$ cat src/rtl/fifo_syn_pkg.sv
// Shared sizing defaults for the synchronous byte FIFO.
package fifo_syn_pkg;

    localparam int FIFO_DATA_WIDTH = 8;
    localparam int FIFO_ADDR_WIDTH = 4;
    localparam int FIFO_DEPTH      = 1 << FIFO_ADDR_WIDTH;

    // Number of storage entries addressed by a pointer of the given width.
    function automatic int fifo_depth(input int addr_width);
        return 1 << addr_width;
    endfunction

endpackage : fifo_syn_pkg

$ cat src/rtl/fifo_syn_mem.sv
// Simple dual-port RAM: synchronous write port, registered read port.
// Only the read-data register is reset; the storage array keeps its contents.
module fifo_syn_mem
    import fifo_syn_pkg::*;
#(
    parameter int DATA_WIDTH = FIFO_DATA_WIDTH,
    parameter int ADDR_WIDTH = FIFO_ADDR_WIDTH
) (
    input  logic                  clk,
    input  logic                  rst,
    input  logic                  we,
    input  logic [ADDR_WIDTH-1:0] waddr,
    input  logic [DATA_WIDTH-1:0] wdata,
    input  logic                  re,
    input  logic [ADDR_WIDTH-1:0] raddr,
    output logic [DATA_WIDTH-1:0] rdata
);

    localparam int DEPTH = fifo_depth(ADDR_WIDTH);

    logic [DATA_WIDTH-1:0] mem_q [DEPTH];
    logic [DATA_WIDTH-1:0] rdata_q;

    // Storage write; no reset so the array maps onto plain RAM.
    always_ff @(posedge clk) begin
        if (we) begin
            mem_q[waddr] <= wdata;
        end
    end

    // Registered read: output updates only on an accepted read, else holds.
    always_ff @(posedge clk or posedge rst) begin
        if (rst) begin
            rdata_q <= '0;
        end else if (re) begin
            rdata_q <= mem_q[raddr];
        end
    end

    assign rdata = rdata_q;

endmodule : fifo_syn_mem

$ cat src/rtl/fifo_syn.sv
// Single-clock synchronous FIFO with registered read data and
// full/empty flags derived from an occupancy counter.
module fifo_syn
    import fifo_syn_pkg::*;
#(
    parameter int DATA_WIDTH = FIFO_DATA_WIDTH,
    parameter int ADDR_WIDTH = FIFO_ADDR_WIDTH
) (
    input  logic                  clk,
    input  logic                  rst,
    input  logic                  wr,
    input  logic                  rd,
    input  logic [DATA_WIDTH-1:0] Din,
    output logic [DATA_WIDTH-1:0] Dout,
    output logic                  full,
    output logic                  empty
);

    localparam int                  DEPTH      = fifo_depth(ADDR_WIDTH);
    localparam logic [ADDR_WIDTH:0] COUNT_FULL = (ADDR_WIDTH + 1)'(DEPTH);
    localparam logic [ADDR_WIDTH:0] COUNT_ONE  = (ADDR_WIDTH + 1)'(1);
    localparam logic [ADDR_WIDTH-1:0] PTR_ONE  = ADDR_WIDTH'(1);

    logic [ADDR_WIDTH-1:0] wptr_q, wptr_d;
    logic [ADDR_WIDTH-1:0] rptr_q, rptr_d;
    logic [ADDR_WIDTH:0]   count_q, count_d;
    logic                  wr_en;
    logic                  rd_en;

    // Flags come straight from the registered count, so they are glitch-free
    // and change on the same edge as the operation that moves the count.
    assign full  = (count_q == COUNT_FULL);
    assign empty = (count_q == '0);

    // Requests are qualified by pre-edge flags: a write on full or a read
    // on empty is silently dropped (no fall-through when empty).
    assign wr_en = wr & ~full;
    assign rd_en = rd & ~empty;

    // Next-state for pointers and occupancy; pointers wrap naturally.
    always_comb begin
        wptr_d  = wptr_q;
        rptr_d  = rptr_q;
        count_d = count_q;
        if (wr_en) begin
            wptr_d = wptr_q + PTR_ONE;
        end
        if (rd_en) begin
            rptr_d = rptr_q + PTR_ONE;
        end
        unique case ({wr_en, rd_en})
            2'b10:   count_d = count_q + COUNT_ONE;
            2'b01:   count_d = count_q - COUNT_ONE;
            default: count_d = count_q;
        endcase
    end

    // Pointer and count registers; reset discards any buffered data.
    always_ff @(posedge clk or posedge rst) begin
        if (rst) begin
            wptr_q  <= '0;
            rptr_q  <= '0;
            count_q <= '0;
        end else begin
            wptr_q  <= wptr_d;
            rptr_q  <= rptr_d;
            count_q <= count_d;
        end
    end

    fifo_syn_mem #(
        .DATA_WIDTH (DATA_WIDTH),
        .ADDR_WIDTH (ADDR_WIDTH)
    ) u_mem (
        .clk   (clk),
        .rst   (rst),
        .we    (wr_en),
        .waddr (wptr_q),
        .wdata (Din),
        .re    (rd_en),
        .raddr (rptr_q),
        .rdata (Dout)
    );

endmodule : fifo_syn

$ cat config.mk
export PLATFORM = sky130hd
export DESIGN_NAME = fifo_syn
export DESIGN_NICKNAME = d
export VERILOG_FILES = /design/src/rtl/fifo_syn_pkg.sv /design/src/rtl/fifo_syn_mem.sv /design/src/rtl/fifo_syn.sv
export SDC_FILE = /design/constraint.sdc
export NUM_CORES = 1
export LEC_CHECK = 0
export ABC_CLOCK_PERIOD_IN_PS = 3300
export CAP_MARGIN = 20
export CELL_PAD_IN_SITES_DETAIL_PLACEMENT = 0
export CELL_PAD_IN_SITES_GLOBAL_PLACEMENT = 1
export CORE_ASPECT_RATIO = 1.1
export CORE_MARGIN = 4
export CORE_UTILIZATION = 40
export CTS_CLUSTER_DIAMETER = 40
export DETAILED_ROUTE_END_ITERATION = 8
export PLACE_DENSITY = 0.61
export SYNTH_ARGS = -nofsm -noshare
export SYNTH_HDL_FRONTEND = slang
export SYNTH_SLANG_ARGS = --single-unit
$ cat constraint.sdc
create_clock -name clk -period 3.3 [get_ports clk]
set_input_delay 0.66 -clock clk [delete_from_list [all_inputs] [get_ports clk]]
set_output_delay 0.66 -clock clk [all_outputs]
set_load 0.05 [all_outputs]
* Yosys cells after proc, flatten, opt, wreduce, memory -nomap -nowiden *
Memory sizes are Yosys's and may differ from the RTL's. A register that Yosys moved wholly into a read port is not among the register bits.
Cells that the tools add are included.

word-level totals
  flip-flop bits (word level) = 13
  memory bits (writable) = 128
  input bits = 12
  output and inout bits = 10
  word-level logic and storage cells = 20
  memories = 1

memories
  name         depth  bits a word  read ports  clocked after memory_dff  write ports  line                RTL
  u_mem.mem_q  16     8            1           1                         1            fifo_syn_mem.sv:21  logic [DATA_WIDTH-1:0] mem_q [DEPTH];

operators by class
  add/subtract/negate cells = 4
  equal/unequal tests = 3
  mux-type cells = 3
  bitwise operators = 4
  reduce and logical (&&, ||, !) cells = 2

operators with widths
  kind                                              number
  one-hot mux 5 bit (2 select lines)                1
  adder 4 x 1 -> 4 bit, second input constant       2
  adder 5 x 1 -> 5 bit, second input constant       1
  == test 5 bit, second input constant              1
  logical NOT 5 bit                                 1
  subtractor 5 x 1 -> 5 bit, second input constant  1
  AND 1 bit                                         2
  == test 2 x 1 -> 1 bit, second input constant     1
  == test 2 bit, second input constant              1
  two-way mux 1 bit                                 2
  inverter 1 bit                                    2
  nonzero test 2 bit                                1

* Depth between registers and ports, before layout *
  depth after elaboration = 5
  depth in mapped cells = 13
  gate-level depth less buffers = 12

* Modules after synthesis *
A second synthesis with hierarchy kept.

unflattened totals
  cell total of the unflattened synthesis = 312
  area, all modules = 6122.1 um^2

modules (own cells, without submodules)
  module        times used  cells an instance  area an instance (um^2)  sequential area each (um^2)
  fifo_syn_mem  1           241                5335.1                   4043.9
  fifo_syn      1           71                 787.0                    325.3

* Least setup slack after synthesis *
OpenSTA, ideal clock, no wires.

  path type = register to register
  start point = register count_q[0]
  end point = register count_q[4]
  setup time = 126 ps
  data arrival time = 2753 ps
  data required time = 3174 ps
  setup slack = 421 ps
  stages on the path, launching flop included = 11
  buffers on the path = 0
  clock period less this slack = 2879 ps
  cells stage by stage = dfrtp_1 -> or4_4 -> o21ai_4 -> inv_1 -> ha_1 -> ha_1 -> nor2b_1 -> o21ai_0 -> a21oi_1 -> or3b_2 -> xnor2_1

between the ends
  longest elaborated chain between the ends = 5
  elaborated cells on any way between the ends = 12
  classes of those cells = add/sub: 2; eq/ne: 3; mux: 1; bitwise: 4; reduce/logical: 2

ends and longest elaborated chain
  what                                                                      line            RTL
  start, declared                                                           fifo_syn.sv:26  logic [ADDR_WIDTH:0] count_q, count_d;
  start signal, assigned                                                    fifo_syn.sv:67  count_q <= count_d;
  logical NOT 5 bit *                                                       fifo_syn.sv:33  assign empty = (count_q == '0);
  inverter 1 bit *                                                          fifo_syn.sv:38  assign rd_en = rd & ~empty;
  AND 1 bit *                                                               fifo_syn.sv:38
  net rd_en                                                                 fifo_syn.sv:28  logic rd_en;
  == test 2 x 1 -> 1 bit or == test 2 bit (tied branches)                   fifo_syn.sv:51  unique case ({wr_en, rd_en})
  one-hot mux 5 bit (2 select lines) or nonzero test 2 bit (tied branches)  -

Mark *: on every way through the listed nets, which the timed path passes. The rest lies on a longest branch.
A chain may end at the register's enable or synchronous reset.

* Worst setup path in the final report *
  start point = register count_q[0]
  end point = output port empty

between the ends
  longest elaborated chain between the ends = 1

ends and longest elaborated chain
  what               line            RTL
  logical NOT 5 bit  fifo_syn.sv:33
  end, declared      fifo_syn.sv:16  output logic empty

No other way between the ends.

==> results_dict.tcl <==
set metrics [dict create \
    port_buffers 21 \
    r2r_end "count_q[4]$_DFFE_PP0P_" \
    crit_family "buffers and inverters" \
    power_leakage_uw 0.00245 \
    antenna_found_initial 0 \
    wl_per_cell_um 20.3 \
    io_pins 22 \
    cts-root-buf "clkbuf_16" \
    clk_path_buf_depth 2 \
    n_antenna_cell 0 \
    cpMaxStageDelayCell "clkdlybuf4s50_1" \
    switching_share_pct 31.4 \
    drt_iter0_markers 222 \
    p_int_uw 4380 \
    overflow 0 \
    cp_max_fo 5 \
    die_x_um 124 \
    end_kind "output port" \
    synth-seq-cells 149 \
    vias_per_cell 5.11 \
    cts_tree "done" \
    cp.required_ps 2640 \
    drv_slew 0 \
    preCtsSetupSlack_ps 208 \
    worst_slack_ps 340 \
    relSlewSlack_pct 30.0 \
    yosysTopAreaCellShare_pct 64.7 \
    power.switching_uw 2000 \
    tightest_slew_ps 1050 \
    syn_to_final_growth_pct 19.3 \
    synthTopCellsByArea "edfxtp_1 (65%), mux4_2 (13%), dfrtp_1 (8.8%), ha_1 (1.9%), nand2_1 (1.9%)" \
    r2r_cells 10 \
    drt_first_pass_iters 4 \
    post-route-min-period_ps 2960 \
    r2r_start "count_q[0]$_DFFE_PP0P_" \
    crit_type "reg2out" \
    drc 0 \
    clkTransAtPathRegs_ps 60 \
    layout.nets 385 \
    crit_chain "or4_4 > nor2_1 > clkdlybuf4s50_1" \
    pwr-share-seq_pct 41.5 \
    final_cells 568 \
    dp_hpwl_um 7110 \
    ir_worst_vdd_mv 0.413 \
    grt_pass1_wl_um 18100 \
    rsz0062_at_grt "no" \
    syn_nets 339 \
    avgSynthCellArea_um2 18.7 \
    start_kind "flip-flop" \
    worstPathArrival_ps 2300 \
    initial_core_util_pct 41.0 \
    holdWs_ps 477 \
    grt_pass1_vias 3044 \
    synthFlopType "edfxtp_1" \
    hold_buffers 0 \
    core_area_um2 14500 \
    min_path_cells 2 \
    hp-class "reg2reg" \
    p_comb_share_pct 27.7 \
    hold_start "u_mem.rdata[2]$_DFFE_PP0P_" \
    fmax_ghz 0.338 \
    synth_edf_count 128 \
    whs_endpoint "u_mem.rdata[2]$_DFFE_PP0P_" \
    p_clk_share_pct 30.8 \
    grtUsageTotal_pct 15.3 \
    post_cts_buffers 0 \
    reg2reg_setup_slack_ps 370 \
    startpoint "count_q[0]$_DFFE_PP0P_" \
    ant_nets 0 \
    synth.most_common_cell "edfxtp_1" \
    grt_max_degree 25 \
    cts-htree-levels 4 \
    syn_inst 317 \
    max-cap-violations 0 \
    synth.cells.most_frequent "edfxtp_1 (128), mux4_2 (33), nand2_1 (30)" \
    dp.cells 536 \
    setup_viol 0 \
    synth_warnings 0 \
    clock_sink_count 149 \
    post_cts_resized 0 \
    finalCritPeriodShare_pct 89.7 \
    rows 46 \
    chipHeight_um 136 \
    async_reset_ff_share_pct 14.1 \
    die-area_um2 16900 \
    status "finished, final reports clean" \
    ys_types 30 \
    p_per_area_nw_per_um2 901 \
    skew_ps 8.27 \
    num_vias 2901 \
    hold_viol_final 0 \
    drive_gt1_share_pct 23.9 \
    totalWireLength_um 11500 \
    synthesis.area_um2 5940 \
    place_congestion 0.732 \
    synth_top_area_cell "edfxtp_1" \
    seq_area_frac_synth_pct 73.5 \
    clk-insertion-delay-late_ps 420 \
    cts-buffers-inserted 17 \
    slowest_delay_ps 810 \
    path_buf_inv 1 \
    finalSetupTns_ps 0 \
]
-- power groups by stage --
stage | Clock [uW] | Sequential [uW] | Combinational, uW
after floorplan | 0 | 2650 | 1260
after global placement | 0 | 2690 | 1780
after detailed placement | 0 | 2700 | 1800
after CTS | 2000 | 2660 | 1800
after global routing | 2090 | 2710 | 1940
final | 1960 | 2650 | 1770
-- cells in the final DEF (no fill, tap or decap), types with 3 or more instances in the layout --
master	count
nor2_1	13
nand2b_1	3
o221ai_1	7
inv_1	10
o21ai_0	11
buf_4	22
dfrtp_1	20
nor3_1	4
clkinv_4	5
nand2_1	30
edfxtp_1	128
bufinv_16	3
ha_1	9
mux4_2	33
inv_6	3
clkbuf_16	17
mux2i_1	8
clkdlybuf4s50_1	21
xnor2_1	8
-- worst max-delay path by stage --
stage                             end  slack (ps)  cells past startpoint
4_1_cts                         empty         310                      3
2_1_floorplan  count_q[4]$_DFFE_PP0P_         420                     10
3_5_place_dp   count_q[4]$_DFFE_PP0P_         210                     11
6_report                        empty         340                      3
5_1_grt        count_q[4]$_DFFE_PP0P_         190                     10
3_3_place_gp   count_q[4]$_DFFE_PP0P_         270                     11
-- kinds of logic after synthesis --
group / after synthesis / synth area share (%)
flip-flops: 149 / 73.5
AND/OR/NAND/NOR: 59 / 4.42
multiplexers: 41 / 13.9
buffers and inverters: 26 / 1.94
AO/OA/AOI/OAI: 22 / 2.53
XOR/XNOR: 10 / 1.47
adder cells (fa/ha/maj): 10 / 2.23
-- flip-flops by register name, indices dropped and copies added, names as in the netlist --
register and flops:
u_mem.rdata 8, count_q 5, wptr_q 4, u_mem.mem_q 128, rptr_q 4
-- worst register-to-register path, stage by stage, from the launching register on --
cell     delay [ps]
dfrtp_1         430
or4_4           550
o21ai_4         140
inv_1            80
ha_1            260
ha_1            330
nor2b_1         140
o21ai_0         200
a21oi_1         100
or3b_2          450
xnor2_1         140
-- metal layers --
metal	vias up	GRT usage, %	wire length [um]
met3	10	3.62	523
met5	-	0	0
met2	65	23.9	5810
met4	0	5.84	119
li1	1335	-	-
met1	1491	20.8	5070
-- layout make-up --
class,count,area [um2]
inverters,10,37.5
well taps,192,240
clock inverters,14,176
fillers,1245,7420
clock buffers,18,429
repair buffers,43,375
flip-flops and latches,149,4370
multi-input cells,142,1460
-- metrics by stage --
step	total power (uW)	util (%)	cell area [um2]
2_1_floorplan	3910	-	5940
3_3_place_gp	4480	44.7	6480
3_5_place_dp	4500	44.7	6480
4_1_cts	6470	48.9	7090
5_1_grt	6740	48.9	7090
6_report	6380	48.9	7090
(Power assumes the default switching activity.)
